File: src/rtl/alu_issue_ctrl.sv
// alu_issue_ctrl: TSP16 ALU issue controller with fetch handshake, 8x16 register file and status flags
module alu_issue_ctrl #(
  parameter int NREGS    = 8,
  parameter int RETIRE_W = 16
) (
  input  logic                clk,
  input  logic                rst_n,
  input  logic                instr_valid,
  input  logic [15:0]         instr_data,
  output logic                instr_ready,
  output logic [15:0]         alu_rn,
  output logic [15:0]         alu_rm,
  output logic [15:0]         alu_instr,
  input  logic [15:0]         alu_rd,
  input  logic                alu_z,
  input  logic                alu_n,
  input  logic                alu_v,
  output logic                flag_z,
  output logic                flag_n,
  output logic                flag_v,
  output logic                illegal,
  output logic [RETIRE_W-1:0] retired,
  input  logic [2:0]          dbg_addr,
  output logic [15:0]         dbg_data
);
  localparam logic [1:0] A_TYPE   = 2'b00;
  localparam logic [1:0] R_TYPE   = 2'b01;
  localparam logic [4:0] OP_ADD   = 5'd0;
  localparam logic [4:0] OP_EQUAL = 5'd1;
  localparam logic [4:0] OP_OR    = 5'd2;
  localparam logic [4:0] OP_AND   = 5'd3;
  localparam logic [4:0] OP_MINUS = 5'd4;

  typedef enum logic [1:0] {IDLE, READ, EXEC, WB} state_t;

  state_t      state, state_nx;
  logic [15:0] ir, res;
  logic        res_z, res_n, res_v, bad;
  logic        is_a, is_r, legal;
  logic [2:0]  wb_addr;
  logic [15:0] regs [NREGS];

  always_comb begin
    is_a     = ir[15:14] == A_TYPE;
    is_r     = ir[15:14] == R_TYPE;
    legal    = is_a ? (ir[13:9] inside {OP_ADD, OP_EQUAL, OP_OR, OP_AND, OP_MINUS})
                    : is_r && (ir[13:12] == 2'b00 || ir[13:12] == 2'b11);
    wb_addr  = is_a ? ir[8:6] : ir[2:0];
    state_nx = state == IDLE ? (instr_valid ? READ : IDLE) :
               state == READ ? EXEC :
               state == EXEC ? WB : IDLE;
  end

  assign instr_ready = rst_n && state == IDLE;
  // r0 is never written, so it reads as zero everywhere
  assign dbg_data = regs[dbg_addr];

  always_ff @(posedge clk or negedge rst_n) begin
    if (!rst_n) begin
      state     <= IDLE;
      ir        <= '0;
      res       <= '0;
      {res_z, res_n, res_v, bad} <= '0;
      {alu_rn, alu_rm, alu_instr} <= '0;
      {flag_z, flag_n, flag_v, illegal} <= '0;
      retired   <= '0;
      for (int i = 0; i < NREGS; i++) regs[i] <= '0;
    end else begin
      state <= state_nx;
      if (state == IDLE && instr_valid) ir <= instr_data;
      if (state == READ) begin
        alu_rn    <= is_r ? 16'h0 : regs[ir[5:3]];
        alu_rm    <= is_r ? 16'h0 : regs[ir[2:0]];
        alu_instr <= ir;
      end
      if (state == EXEC) begin
        res   <= alu_rd;
        res_z <= alu_z;
        res_n <= alu_n;
        res_v <= alu_v;
        bad   <= !legal;
      end
      if (state == WB) begin
        if (bad) illegal <= 1'b1;
        else begin
          if (wb_addr != 3'd0) regs[wb_addr] <= res;
          retired <= retired + RETIRE_W'(1);
          if (is_a) {flag_z, flag_n, flag_v} <= {res_z, res_n, res_v};
        end
      end
    end
  end
endmodule

File: config.mk
export PLATFORM = sky130hd
export DESIGN_NAME = alu_issue_ctrl
export DESIGN_NICKNAME = d
export VERILOG_FILES = /design/src/rtl/alu_issue_ctrl.sv
export SDC_FILE = /design/constraint.sdc
export NUM_CORES = 1
export LEC_CHECK = 0
export BUFFER_PORTS_ARGS = -buffer_cell sky130_fd_sc_hd__buf_4
export CAP_MARGIN = 5
export CORE_MARGIN = 5
export CORE_UTILIZATION = 40
export CTS_BUF_LIST = sky130_fd_sc_hd__clkbuf_16
export DETAILED_ROUTE_END_ITERATION = 8
export SLEW_MARGIN = 20
export SYNTH_ARGS = -nofsm -noshare
export SYNTH_HDL_FRONTEND = slang
export SYNTH_SLANG_ARGS = --single-unit
File: constraint.sdc
create_clock -name clk -period 3.8 [get_ports clk]
set_input_delay 0.19 -clock clk [delete_from_list [all_inputs] [get_ports clk]]
set_output_delay 0.19 -clock clk [all_outputs]
set_load 0.01 [all_outputs]
==> impl_metrics.prom <==
# TYPE chip_impl_metric gauge
chip_impl_metric{name="place_hpwl",unit="µm"} 18700
chip_impl_metric{name="register_area",unit="µm²"} 5860
chip_impl_metric{name="final_min_period_over_clock_period",unit=""} 0.658
chip_impl_metric{name="dpl-instance-area",unit="µm²"} 13000
chip_impl_metric{name="grt_pass1_vias",unit=""} 8044
chip_impl_info{name="critPathCaptureType",value="flop"} 1
chip_impl_metric{name="grt_antenna_before_repair",unit=""} 2
chip_impl_metric{name="power.ir.vdd_worst",unit="mV"} 0.485
chip_impl_metric{name="critical_path_arrival",unit="ns"} 2.91
chip_impl_metric{name="timing.clock.skew",unit="ns"} 0.0116
chip_impl_info{name="setup.worst_path.class",value="reg -> reg"} 1
chip_impl_metric{name="worst-path-max-fanout",unit=""} 16
chip_impl_metric{name="fp.coreArea",unit="µm²"} 28900
chip_impl_metric{name="row_count",unit=""} 62
chip_impl_metric{name="total_power",unit="W"} 0.0105
chip_impl_metric{name="die_height",unit="µm"} 182
chip_impl_info{name="setup_repair_after_global_routing_missed_its_margin",value="no"} 1
chip_impl_info{name="tritoncts",value="done"} 1
chip_impl_metric{name="achievable-frequency",unit="MHz"} 400
chip_impl_metric{name="fin_crit",unit="ns"} 2.50
chip_impl_metric{name="p_leak",unit="nW"} 6.52
chip_impl_metric{name="globalplace.congestion",unit=""} 0.741
chip_impl_metric{name="slew-limit-headroom",unit=""} 0.325
chip_impl_metric{name="pin_count_of_the_biggest_net_entering_global_routing",unit=""} 108
chip_impl_info{name="root_buffer",value="sky130_fd_sc_hd__clkbuf_16"} 1
chip_impl_metric{name="final-hold-violation-count",unit=""} 0
chip_impl_metric{name="cap_violations",unit=""} 0
chip_impl_metric{name="detail_route.wirelength",unit="µm"} 30200
chip_impl_metric{name="grt_pass1_wl",unit="µm"} 48100
chip_impl_metric{name="synth-warning-count",unit=""} 0
chip_impl_info{name="hold_path_class",value="in -> async"} 1
chip_impl_metric{name="vias",unit=""} 7564
chip_impl_metric{name="power.switching",unit="W"} 0.00369
chip_impl_metric{name="hold_slack",unit="ns"} 0.285
chip_impl_metric{name="buffer_ports.inserted",unit=""} 125
chip_impl_metric{name="numCtsBuffers",unit=""} 27
chip_impl_metric{name="tightest_slew",unit="ns"} 1.01
chip_impl_metric{name="totalNegativeSetupSlack",unit="ns"} 0
chip_impl_metric{name="worst_skew_pair_later_pin_latency",unit="ns"} 0.54
chip_impl_info{name="startpoint_type",value="flop"} 1
chip_impl_metric{name="drc",unit=""} 0
chip_impl_metric{name="postRouteAntennaNets",unit=""} 0
chip_impl_metric{name="cts.sinks",unit=""} 234
chip_impl_metric{name="wl_per_cell",unit="µm"} 21.9
chip_impl_metric{name="reg2reg_depth",unit=""} 5
chip_impl_metric{name="synth_area_per_cell",unit="µm²"} 14.0
chip_impl_metric{name="logic_pwr_share",unit=""} 0.362
chip_impl_metric{name="final_core_util",unit=""} 0.491
chip_impl_metric{name="seq_power_share",unit=""} 0.401
chip_impl_metric{name="grt-ovfl-total",unit=""} 0
chip_impl_metric{name="io_pins",unit=""} 126
chip_impl_info{name="outcome",value="finished, final reports clean"} 1
chip_impl_metric{name="multi_input_comb_area",unit="µm²"} 5390
chip_impl_metric{name="seq_area_frac_synth",unit=""} 0.497
chip_impl_metric{name="internal_power",unit="W"} 0.00681
chip_impl_metric{name="pd_cells",unit="nW/µm²"} 738
chip_impl_metric{name="htreeDepth",unit=""} 1
chip_impl_metric{name="initial_utilization",unit=""} 0.408
chip_impl_metric{name="grtUsageTotal",unit=""} 0.182
chip_impl_metric{name="post_cts.repair.setup_buffers",unit=""} 0
chip_impl_metric{name="syn_to_final_growth",unit="%"} 20.6
chip_impl_metric{name="synth-seq-cells",unit=""} 234
chip_impl_metric{name="num-nets-final",unit=""} 1022
chip_impl_metric{name="syn-instance-count",unit=""} 840
chip_impl_metric{name="ys_types",unit=""} 44
chip_impl_metric{name="syn_nets",unit=""} 887
chip_impl_metric{name="slew_viol_final",unit=""} 0
chip_impl_metric{name="cts.reportedPaths.clkPinSlew",unit="ns"} 0.06
chip_impl_metric{name="final_count_of_negative_setup_slack_endpoints",unit=""} 0
chip_impl_metric{name="mappedNetlistArea",unit="µm²"} 11800
chip_impl_metric{name="fp.dieArea",unit="µm²"} 33000
chip_impl_metric{name="critical_path_required",unit="ns"} 4.21
chip_impl_metric{name="drt_iter0_drc",unit=""} 419
chip_impl_metric{name="detailedRoute.firstPassIterationCount",unit=""} 4
chip_impl_metric{name="die_width",unit="µm"} 182
chip_impl_metric{name="filler_cell_count",unit=""} 2567
chip_impl_metric{name="net_sw_frac",unit=""} 0.352
chip_impl_metric{name="bufs_on_longest_clock_path",unit=""} 3
chip_impl_metric{name="design_area",unit="µm²"} 14200
chip_impl_metric{name="pwr-share-clk",unit=""} 0.237
chip_impl_metric{name="layout-drive-gt1-share",unit=""} 0.440
chip_impl_metric{name="vias_per_cell",unit=""} 5.48
-- cell usage in the layout (no fill, tap or decap), types with 6 or more instances in the layout --
master	n
sky130_fd_sc_hd__dfrtp_1	232
sky130_fd_sc_hd__mux2_2	172
sky130_fd_sc_hd__buf_4	143
sky130_fd_sc_hd__mux4_2	64
sky130_fd_sc_hd__mux2i_1	64
sky130_fd_sc_hd__inv_1	50
sky130_fd_sc_hd__dlygate4sd3_1	36
sky130_fd_sc_hd__o21ai_0	35
sky130_fd_sc_hd__o211ai_1	33
sky130_fd_sc_hd__a22oi_1	32
sky130_fd_sc_hd__clkbuf_16	27
sky130_fd_sc_hd__xnor2_1	12
sky130_fd_sc_hd__nand2_1	11
sky130_fd_sc_hd__mux2_4	10
sky130_fd_sc_hd__nand3_1	6
-- worst max-delay path, cell delays in order, from the launching register on --
cell	delay, ns
sky130_fd_sc_hd__dfrtp_1	0.38
sky130_fd_sc_hd__ha_1	0.21
sky130_fd_sc_hd__nor2b_1	0.30
sky130_fd_sc_hd__nand3_1	0.23
sky130_fd_sc_hd__nor2_2	0.84
sky130_fd_sc_hd__mux2_2	0.42
-- power by group through the flow --
stage / logic [W] / clock network, W / registers, W
finish: 0.00380 / 0.00249 / 0.00421
global route: 0.00413 / 0.00267 / 0.00435
CTS: 0.00384 / 0.00255 / 0.00421
detailed placement: 0.00381 / 0 / 0.00424
global placement: 0.00375 / 0 / 0.00423
floorplan: 0.00261 / 0 / 0.00394
-- worst paths after layout --
path,end,slack (ns),from
min in group clk,regs[127],0.42,regs[127]
max,regs[84],1.30,state[1]
max reg2reg,regs[84],1.30,state[1]
min reg2reg,regs[127],0.42,regs[127]
max in group asynchronous,regs[57],2.47,rst_n
min,res[3],0.28,rst_n
-- layout make-up --
type                    instances  area share
flip-flops and latches        234       0.412
multi-input cells             490       0.379
repair buffers                182       0.105
clock buffers                  27      0.0475
well taps                     384      0.0338
clock inverters                22      0.0120
inverters                      40      0.0106
diodes                          1    0.000176
-- routing by layer --
metal | routed length [µm] | GRT usage | vias to the layer above
met5 | 11 | 0 | -
met4 | 513 | 0.0387 | 2
met3 | 1900 | 0.0404 | 42
met2 | 13900 | 0.286 | 205
met1 | 13900 | 0.262 | 3920
li1 | - | - | 3395
-- Yosys cell counts, drive strengths merged --
library cell / number / share of area
dfrtp: 234 / 0.50
mux2: 182 / 0.18
mux2i: 64 / 0.054
mux4: 64 / 0.12
clkbuf: 43 / 0.015
inv: 40 / 0.013
o21ai: 35 / 0.015
buf: 33 / 0.018
o211ai: 33 / 0.021
a22oi: 32 / 0.020
xnor2: 12 / 0.0089
nand2: 11 / 0.0035
nor2: 7 / 0.0027
ha: 6 / 0.0064
nand3: 6 / 0.0025
nor3: 5 / 0.0021
nand4: 4 / 0.0021
nor2b: 4 / 0.0021
a21oi: 3 / 0.0019
and2: 3 / 0.0016
xor2: 3 / 0.0022
and3: 2 / 0.0011
nand2b: 2 / 0.0013
a21bo: 1 / 0.00085
a21boi: 1 / 0.00064
a21o: 1 / 0.00064
a31oi: 1 / 0.00053
a41oi: 1 / 0.00074
and4: 1 / 0.00074
and4bb: 1 / 0.0011
nand3b: 1 / 0.00064
nor4b: 1 / 0.00074
o21a: 1 / 0.00064
or2: 1 / 0.00053
or3b: 1 / 0.00095
-- stage by stage --
stage | worst slack, ns | instances
final | 1.30 | 1380
after floorplan | 1.90 | 840
after global placement | 1.32 | 1294
after global routing | 1.10 | 1380
after CTS | 1.25 | 1379
after detailed placement | 1.25 | 1294
-- registers in the layout, summed over array words and instances (netlist names), 2 cells and up --
| name | flops |
|---|---|
| alu_rm | 16 |
| regs | 128 |
| ir | 16 |
| state | 2 |
| alu_instr | 16 |
| alu_rn | 16 |
| retired | 16 |
| res | 16 |
-- what timing repair did --
action                    CTS  global route
hold endpoints to repair  131             0
gates resized for setup     0             0
hold buffers               36             0
-- logic make-up after synthesis --
logic type,after synthesis,share of synthesized area
mux,310,0.354
compound gates,109,0.0622
simple gates,50,0.0237
fa+ha+maj,6,0.00637
buf+inv,116,0.0465
flops,234,0.497
xor+xnor,15,0.0111
Power figures use the tool's default switching activity.
